--- src/rtl/ram_arbiter_2p.sv ---
// Round-robin arbiter/sequencer sharing one single-port synchronous RAM between two
// requesters, exposing a req/ack handshake plus a fixed-latency rvalid/rdata return.
module ram_arbiter_2p #(
    parameter int ADDR_W       = 8,
    parameter int DATA_W       = 8,
    parameter int READ_LATENCY = 1
) (
    input  logic              clk,
    input  logic              reset,
    input  logic              m0_req,
    input  logic              m0_we,
    input  logic [ADDR_W-1:0] m0_addr,
    input  logic [DATA_W-1:0] m0_wdata,
    output logic              m0_ack,
    output logic              m0_rvalid,
    input  logic              m1_req,
    input  logic              m1_we,
    input  logic [ADDR_W-1:0] m1_addr,
    input  logic [DATA_W-1:0] m1_wdata,
    output logic              m1_ack,
    output logic              m1_rvalid,
    output logic [DATA_W-1:0] rdata,
    output logic              ram_ce,
    output logic              ram_oce,
    output logic              ram_wre,
    output logic [ADDR_W-1:0] ram_ad,
    output logic [DATA_W-1:0] ram_din,
    input  logic [DATA_W-1:0] ram_dout
);

    typedef enum logic [1:0] {IDLE, ISSUE, WAIT} state_t;

    state_t     state, state_nxt;
    logic       last_grant;  // 0 = m0, 1 = m1
    logic       op_we;
    logic       op_master;
    logic [1:0] cnt;

    assign ram_oce = 1'b1;

    // Grants are only offered from IDLE; on a tie the master not served last wins.
    always_comb begin
        m0_ack    = 1'b0;
        m1_ack    = 1'b0;
        state_nxt = state;
        case (state)
            IDLE: begin
                if (m0_req && (!m1_req || last_grant))
                    m0_ack = 1'b1;
                else if (m1_req)
                    m1_ack = 1'b1;
                if (m0_ack || m1_ack)
                    state_nxt = ISSUE;
            end
            ISSUE:   state_nxt = op_we ? IDLE : WAIT;
            WAIT:    if (cnt == 2'd0) state_nxt = IDLE;
            default: state_nxt = IDLE;
        endcase
    end

    always_ff @(posedge clk or posedge reset) begin
        if (reset) begin
            state      <= IDLE;
            last_grant <= 1'b1;
            op_we      <= 1'b0;
            op_master  <= 1'b0;
            cnt        <= 2'd0;
            ram_ce     <= 1'b0;
            ram_wre    <= 1'b0;
            ram_ad     <= '0;
            ram_din    <= '0;
            rdata      <= '0;
            m0_rvalid  <= 1'b0;
            m1_rvalid  <= 1'b0;
        end else begin
            state     <= state_nxt;
            m0_rvalid <= 1'b0;
            m1_rvalid <= 1'b0;
            case (state)
                IDLE: begin
                    if (m0_ack || m1_ack) begin
                        ram_ce     <= 1'b1;
                        ram_wre    <= m1_ack ? m1_we    : m0_we;
                        ram_ad     <= m1_ack ? m1_addr  : m0_addr;
                        ram_din    <= m1_ack ? m1_wdata : m0_wdata;
                        op_we      <= m1_ack ? m1_we    : m0_we;
                        op_master  <= m1_ack;
                        last_grant <= m1_ack;
                    end
                end
                ISSUE: begin
                    // RAM captures at the end of ISSUE; dout follows READ_LATENCY edges later.
                    ram_ce  <= 1'b0;
                    ram_wre <= 1'b0;
                    cnt     <= 2'(READ_LATENCY - 1);
                end
                WAIT: begin
                    if (cnt == 2'd0) begin
                        rdata     <= ram_dout;
                        m0_rvalid <= !op_master;
                        m1_rvalid <= op_master;
                    end else begin
                        cnt <= cnt - 2'd1;
                    end
                end
                default: ;
            endcase
        end
    end

endmodule
--- config.mk ---
export PLATFORM = sky130hd
export DESIGN_NAME = ram_arbiter_2p
export DESIGN_NICKNAME = d
export VERILOG_FILES = /design/src/rtl/ram_arbiter_2p.sv
export SDC_FILE = /design/constraint.sdc
export NUM_CORES = 1
export LEC_CHECK = 0
export ABC_AREA = 1
export CAP_MARGIN = 20
export CORE_MARGIN = 3
export CORE_UTILIZATION = 42
export DETAILED_ROUTE_END_ITERATION = 12
export GPL_TIMING_DRIVEN = 0
export PLACE_DENSITY = 0.8
export SYNTH_ARGS = -nofsm -noshare
export SYNTH_HDL_FRONTEND = slang
export SYNTH_SLANG_ARGS = --single-unit
--- constraint.sdc ---
create_clock -name clk -period 1.3 [get_ports clk]
set_input_delay 0.26 -clock clk [delete_from_list [all_inputs] [get_ports clk]]
set_output_delay 0.26 -clock clk [all_outputs]
set_load 0.03 [all_outputs]
==> qor.yml, run 1 <==
fin_nets: 366
clkPwrFrac: 0.150
synth_compound_area_frac: 0.02010
period_share: 1.259
start_util: 0.4555
crit_arrival_ns: 1.38
route.detailed.drc: 0
synthesis.nets: 272
critPathSlowestCell: "dfrtp_1"
vdd_drop_max_mv: 1.012
p_leak_nw: 1.523
layout_min_cycle_time_ns: 1.636
drive_above_1_share: 0.1906
syn_to_final_growth_pct: 61.09
routed.top_layer: "met3"
intPower_mw: 3.719
die_h_um: 70.42
drv_cap: 0
drt_iter0_drc: 154
failed_checks: "setup timing"
wl_met1_mm: 1.991
place_ws_ns: -0.9676
dp_hpwl_mm: 3.241
synth.mux.area_fraction: 0
dieArea_um2: 4959
combPwrFrac: 0.568
timing.final.hold_violations: 0
r2r_cells: 7
first_global_vias: 1728
grt.overflow.total: 0
syn_inst: 225
routedWlPerCell_um: 12.96
fin_area_um2: 2808
yosysSeqAreaShare: 0.5032
ys_warn_count: 0
fmax_mhz: 611.1
syn_area_per_cell_um2: 7.746
drt-pass1-iter-count: 4
portBuffers: 75
crit_required_ns: 1.04
synth-simple-area-share: 0.3245
met2_length_mm: 2.301
routabilityCongestion: 0.7773
netlist_top_cells_area: "dfrtp_1 49%, nand2_1 16%, inv_1 9.3%"
slew_viol_final: 0
ant_nets: 0
synth_largest_area_cell: "dfrtp_1"
die_x_um: 70.42
routed_via_density: 4.826
ys_types: 18
fin_util: 0.7338
relSlewSlack: 0.5879
synth_top_family_by_area: "simple AND/OR/NAND/NOR gates"
finalPower_mw: 6.704
synth_seq_cells: 35
clk_pin_slew_ns: 0.07
synth_top_area_share: 0.4882
clockBufferDepth: 2
numCtsBuffers: 5
cts_tree: "done"
clock_sinks: 35
power_frac_seq: 0.282
cp-end-kind: "output port"
slowest_delay_ns: 0.39
synth_xor_xnor_area_share: 0
wl_mm: 4.770
cts_root_buf: "clkbuf_8"
worstSetupStartpointType: "flip-flop"
final.setup.worst_slack_ns: -0.3364
antenna_found_initial: 0
diodes: 0
rsz0062_at_grt: "true"
worst-setup-path-type: "flip-flop to output port"
clk_latency_ns: 0.28
outcome: "finished, violations left"
core_area_um2: 3826
hold_class: "input pin to async pin"
tns_ns: -0.6532
max_slew.worst_pin.slew_ns: 0.6175
skew_ns: 0.007517
cp_cell_sequence: "nor2_2, buf_6, buf_6, nand2_4, a21oi_4, buf_6"
placed_area_um2: 2596
crit_path_frequent_cell: "buf_6"
grt_max_degree: 24
worst-path-max-fanout: 4
grt.total_usage: 0.2016
grt_pass1_wl_mm: 8.024
p_sw_mw: 2.985
synthAdderAreaFrac: 0.007179
wl_met3_um: 477
cts_max_level: 2
power_density_nw_per_um2: 2388
rows: 22
setup_viol: 2
num_vias: 1776
cts_hold_buf: 0
sw_frac_of_total: 0.4452
ios: 77
synth_area_um2: 1743
==> synth_stat cells (all sizes together) <==
cell type / instances
a21oi: 1
buf: 13
conb: 1
dfrtp: 34
dfstp: 1
ha: 1
inv: 43
nand2: 75
nand3: 29
nand4: 17
nor2: 4
o21ai: 6
==> timing repair <==
item | CTS | global route
pin swaps | 1 | 1
gates cloned | 0 | 0
resized for setup | 72 | 34
setup buffers | 9 | 2
endpoints found under the setup margin | 39 | 51
==> cell type report <==
| class | count | area, µm² |
|---|---|---|
| multi-input cells | 134 | 653.1 |
| repair buffers | 87 | 819.5 |
| plain buffers | 13 | 118.9 |
| well taps | 48 | 60.06 |
| inverters | 43 | 161.4 |
| clock buffers | 6 | 82.58 |
| fillers | 299 | 1018 |
| clock inverters | 2 | 35.03 |
| flip-flops and latches | 35 | 877.1 |
==> flip-flops by register name (all words and copies together), names as in the netlist <==
signal	flops
ram_ce	1
op_we	1
m0_rvalid	1
rdata	8
ram_wre	1
cnt	2
ram_din	8
op_master	1
state	2
last_grant	1
m1_rvalid	1
ram_ad	8
==> critical path, delay by kind of cell, from the launching register on <==
family	cells	cell delay (ns)
AOI/OAI and AO/OA	1	0.12
buffers and inverters	3	0.38
DFF	1	0.39
and+or+nand+nor	2	0.20
==> path summary, 6_finish.rpt <==
check	slack, ns	endpoint	start
max	-0.34	m0_ack	state[1]$_DFFE_PP0P_
min	0.35	ram_ad[6]$_DFFE_PP0P_	reset
max reg2reg	0.01	ram_din[3]$_DFFE_PP0P_	last_grant$_DFFE_PP1P_
min reg2reg	0.44	m0_rvalid$_DFF_PP0_	op_master$_DFFE_PP0P_
max in group asynchronous	0.43	ram_ad[7]$_DFFE_PP0P_	reset
min in group clk	0.44	m0_rvalid$_DFF_PP0_	op_master$_DFFE_PP0P_
==> placed cells by master (no fill, tap or decap), types with 2 or more instances in the layout <==
cell / netlist / routed
inv_1: 43 / 42
buf_2: 7 / 2
dfrtp_1: 34 / 34
clkdlybuf4s50_1: 0 / 44
clkdlybuf4s15_1: 0 / 12
o21ai_0: 5 / 5
clkdlybuf4s15_2: 0 / 3
clkbuf_8: 0 / 6
nand4_1: 17 / 17
dlygate4sd2_1: 0 / 2
clkbuf_2: 0 / 12
buf_4: 4 / 11
nand2_1: 72 / 70
nand2_4: 0 / 3
nand2_2: 3 / 2
nand3_1: 28 / 28
buf_6: 2 / 13
nor2_1: 2 / 2
==> cell families after synthesis <==
| kind of cell | count (synthesis) |
|---|---|
| AOI/OAI and AO/OA | 7 |
| other | 1 |
| adders and majority gates | 1 |
| buffers and inverters | 56 |
| and+or+nand+nor | 125 |
| DFF | 35 |
==> through the flow <==
| step | cells | hold slack (ns) |
|---|---|---|
| floorplan | 225 | 0.4032 |
| global placement | 348 | 0.4073 |
| detailed placement | 349 | 0.4149 |
| CTS | 366 | 0.3651 |
| global route | 368 | 0.3888 |
| finish | 368 | 0.3505 |
==> metal layers <==
layer	track usage	vias up
met5	0	-
met4	0.02766	0
met3	0.08201	0
met2	0.3285	74
met1	0.2573	820
li1	-	882
==> power by group through the flow <==
stage | sequential (mW) | combinational [mW] | clock (mW)
after detailed placement | 1.89 | 3.64 | 0
after floorplan | 2.70 | 1.41 | 0
after CTS | 1.88 | 3.75 | 1.03
after global placement | 1.89 | 3.57 | 0
after global routing | 1.96 | 4.14 | 1.06
final | 1.89 | 3.80 | 1.01
(Power assumes the default switching activity.)
==> run 2: changes to the inputs <==
- CORE_UTILIZATION: 42 -> 60
- DONT_BUFFER_PORTS: default -> 1
- HOLD_SLACK_MARGIN: default -> 0.03
- PLACE_DENSITY: 0.8 -> 0.76
==> qor.yml, run 2 (same netlist as run 1, synthesis figures left out) <==
outcome: "finished, violations left"
failed_checks: "setup timing"
fmax_mhz: 617.6
drive_above_1_share: 0.1605
cts_root_buf: "clkbuf_4"
cp-end-kind: "output port"
combPwrFrac: 0.381
clkPwrFrac: 0.104
die_x_um: 59.90
grt_max_degree: 24
antenna_found_initial: 0
clock_sinks: 35
dieArea_um2: 3587
period_share: 1.246
power_density_nw_per_um2: 2703
slew_viol_final: 0
skew_ns: 0.003864
top_regs: "ram_ad (8), ram_din (8), rdata (8)"
p_sw_mw: 2.736
routedWlPerCell_um: 13.90
sw_frac_of_total: 0.5089
routed_via_density: 5.531
crit_path_frequent_cell: "buf_6"
grt.total_usage: 0.2270
timing.final.hold_violations: 0
vdd_drop_max_mv: 2.078
max_slew.worst_pin.slew_ns: 0.5874
relSlewSlack: 0.6080
rows: 18
numCtsBuffers: 5
start_util: 0.6671
dp.cells: 256
p_leak_nw: 1.152
worst-path-buf-inv: 2
critPathSlowestCell: "dfrtp_1"
final.setup.worst_slack_ns: -0.3193
drt_iter0_drc: 81
rsz0062_at_grt: "true"
clk_latency_ns: 0.32
ios: 77
num_vias: 1510
layout_common_cells: "71 x nand2_1, 42 x inv_1, 34 x dfrtp_1"
portBuffers: 0
route.detailed.drc: 0
intPower_mw: 2.641
dp_hpwl_mm: 2.800
wl_mm: 3.795
cts_max_level: 2
tns_ns: -0.8352
fin_cells: 273
fin_util: 0.7615
diodes: 0
grt.overflow.total: 0
drv_cap: 0
die_h_um: 59.90
finalPower_mw: 5.377
slowest_delay_ns: 0.40
final_common_cell: "nand2_1"
layout_min_cycle_time_ns: 1.619
fin_nets: 289
clk_pin_slew_ns: 0.11
r2r_setup_slack_ns: -0.11
cp_cell_sequence: "nor2_2, buf_6, buf_6, nand2_4, a21oi_4"
placed_area_um2: 1823
hold_class: "input pin to flip-flop"
grt_pass1_wl_mm: 6.154
ant_nets: 0
worst-path-max-fanout: 3
worstSetupStartpointType: "flip-flop"
first_global_vias: 1431
routabilityCongestion: 0.7474
core_area_um2: 2613
cts_tree: "done"
setup_viol: 8
syn_to_final_growth_pct: 14.14
clockBufferDepth: 2
path_delay_family: "flip-flops"
drt-pass1-iter-count: 4
power_frac_seq: 0.515
worst-setup-path-type: "flip-flop to output port"
crit_required_ns: 1.04
crit_arrival_ns: 1.36
fin_area_um2: 1989
## run 2: worst register-to-register path: cells and delay by family, from the launching register on
kind	cells	cell delay [ns]
flops	1	0.40
buf+inv	4	0.54
simple gates	5	0.41
## run 2: final timing paths
check,end,cells past startpoint,from
setup / recovery,m0_ack,5,state[1]$_DFFE_PP0P_
hold / removal,rdata[2]$_DFFE_PP0P_,2,ram_dout[2]
setup reg to reg,ram_ad[5]$_DFFE_PP0P_,9,state[1]$_DFFE_PP0P_
hold reg to reg,m0_rvalid$_DFF_PP0_,1,op_master$_DFFE_PP0P_
max in group asynchronous,ram_din[1]$_DFFE_PP0P_,3,reset
min in group asynchronous,m0_rvalid$_DFF_PP0_,2,reset
## run 2: routing by layer
layer	vias up	routed length, µm	GRT usage
li1	733	-	-
met1	692	1540	0.2845
met2	82	1831	0.3889
met3	3	405	0.06695
met4	0	18	0.04430
met5	-	0	0
## run 2: layout make-up
| class | instances | area (µm²) |
|---|---|---|
| flip-flops and latches | 35 | 877.1 |
| clock buffers | 6 | 41.29 |
| fillers | 194 | 623.1 |
| repair buffers | 10 | 101.3 |
| multi-input cells | 134 | 650.6 |
| clock inverters | 2 | 12.51 |
| well taps | 30 | 37.54 |
| inverters | 43 | 168.9 |
| plain buffers | 13 | 100.1 |
## run 2: what timing repair did
action                     CTS  global route
hold endpoints to repair    11             0
setup buffers                5             2
resized for setup           11             3
pin swaps                    1             1
cloned                       1             0
hold buffers                 1             0
setup endpoints to repair    9            14
## run 2: power groups by stage
stage               clock network (mW)  registers (mW)  logic [mW]
global placement                     0            2.79        1.65
floorplan                            0            2.70        1.41
CTS                              0.574            2.78        2.00
finish                           0.559            2.77        2.05
detailed placement                   0            2.80        1.75
global route                     0.639            2.84        2.32
## run 2: metrics by stage
stage / hold slack (ns) / setup WS, ns
3_5_place_dp: 0.2411 / -0.08985
4_1_cts: 0.05335 / -0.3305
6_report: 0.06311 / -0.3193
5_1_grt: 0.03653 / -0.3761
2_1_floorplan: 0.4032 / -0.009792
3_3_place_gp: 0.4086 / -0.09198
==> RTL edit: new RTL, settings of run 1 <==
The parameter `ADDR_W` goes from 8 to 7.
--- a/src/rtl/ram_arbiter_2p.sv
+++ b/src/rtl/ram_arbiter_2p.sv
@@ -1,7 +1,7 @@
 // Round-robin arbiter/sequencer sharing one single-port synchronous RAM between two
 // requesters, exposing a req/ack handshake plus a fixed-latency rvalid/rdata return.
 module ram_arbiter_2p #(
-    parameter int ADDR_W       = 8,
+    parameter int ADDR_W       = 7,
     parameter int DATA_W       = 8,
     parameter int READ_LATENCY = 1
 ) (
Ports: changed (resized m0_addr, m1_addr and ram_ad); port bits go from 77 to 74. The function was not compared with the original's and may differ.
==> RTL edit against run 1 <==
The run still ends with negative setup slack left. Sequential share of layout area fell by 1.7 points. Total power is 6.9% higher. Core utilization is 4.3 points higher. Synthesized area fell by 5.2%. Wire length rose by 11%. Critical endpoint is now m1_ack. Design area rose by 2.9%. Highest routed layer is now met4. Sequential cell count shrank 1. Setup slack improved by 0.014 ns.
==> RTL edit: results (changes against run 1) <==
stage,metric,value,unit,change
power,Overall Power,7.16,mW,+6.9%
timing,"crit path setup slack, layout",-0.322,ns,+0.0141 ns
global_route,met3 routing resource usage after global routing,6.97,%,-1.2 points
critical_path,"Max FO, Critical Path",2,,-2
critical_path,worst reg2reg endpoint,ram_ad[2]$_DFFE_PP0P_,,
final_layout,sequential share of cell area,29.5,%,-1.7 points
synth,sequential-to-total area share from yosys stat,51.6,%,+1.3 points
power,static leakage,1.54,nW,+0.95%
synth,Post-Syn Nets,258,,-5.1%
final_layout,final net count,361,,-1.4%
clocking,number of clock sinks,34,,-2.9%
place,placer congestion estimate,0.767,,-1.4%
final_layout,"Buffers, non-clock",105,,+5.0%
status,status,finished with violations,,
detailed_routing,top sig layer,met4,,
synth,adder and majority cell fraction of the synthesized area,0.758,%,+0.040 points
power,Int Power,3.90,mW,+4.8%
timing,total negative setup slack,-3.95,ns,-3.30 ns
global_route,met1 track utilization from global routing,23.3,%,-2.4 points
status,violations in the final reports,negative setup slack,,
synth,commonest cells in the netlist,"sky130_fd_sc_hd__nand2_1, sky130_fd_sc_hd__inv_1, sky130_fd_sc_hd__dfrtp_1, sky130_fd_sc_hd__nand3_1, sky130_fd_sc_hd__nand4_1",,
critical_path,cells on worst reg2reg path,10,,+3
synth,compound-gate portion of the synthesized area,2.35,%,+0.34 points
synth,post-synthesis cell count,213,,-5.3%
timing,final setup violation count,23,,+21
global_route,maximum number of pins on one net before global-route repair,23,,-4.2%
detailed_routing,sum of routed wire segments on met1,2200,µm,+11%
detailed_routing,total routed wirelength,5290,µm,+11%
-- RTL edit: worst register-to-register path, delay by kind of cell, from the launching register on --
kind                   cells  cell delay, ns
AOI/OAI and AO/OA          1            0.08
buffers and inverters      6            0.64
DFF                        1            0.42
and+or+nand+nor            3            0.28
-- RTL edit: how the worst min path moves through the flow --
stage	start	to	slack, ns
5_1_grt	reset	state[1]$_DFFE_PP0P_	0.39
2_1_floorplan	reset	cnt[0]$_DFFE_PP0P_	0.40
4_1_cts	reset	ram_ad[0]$_DFFE_PP0P_	0.37
6_report	reset	op_we$_DFFE_PP0P_	0.35
3_5_place_dp	op_master$_DFFE_PP0P_	m0_rvalid$_DFF_PP0_	0.42
3_3_place_gp	op_master$_DFFE_PP0P_	m0_rvalid$_DFF_PP0_	0.41
-- RTL edit: timing repair --
item                       CTS  global route
setup buffers               10            15
resized for setup           62            77
pin swaps                    2            18
setup endpoints to repair   63            53
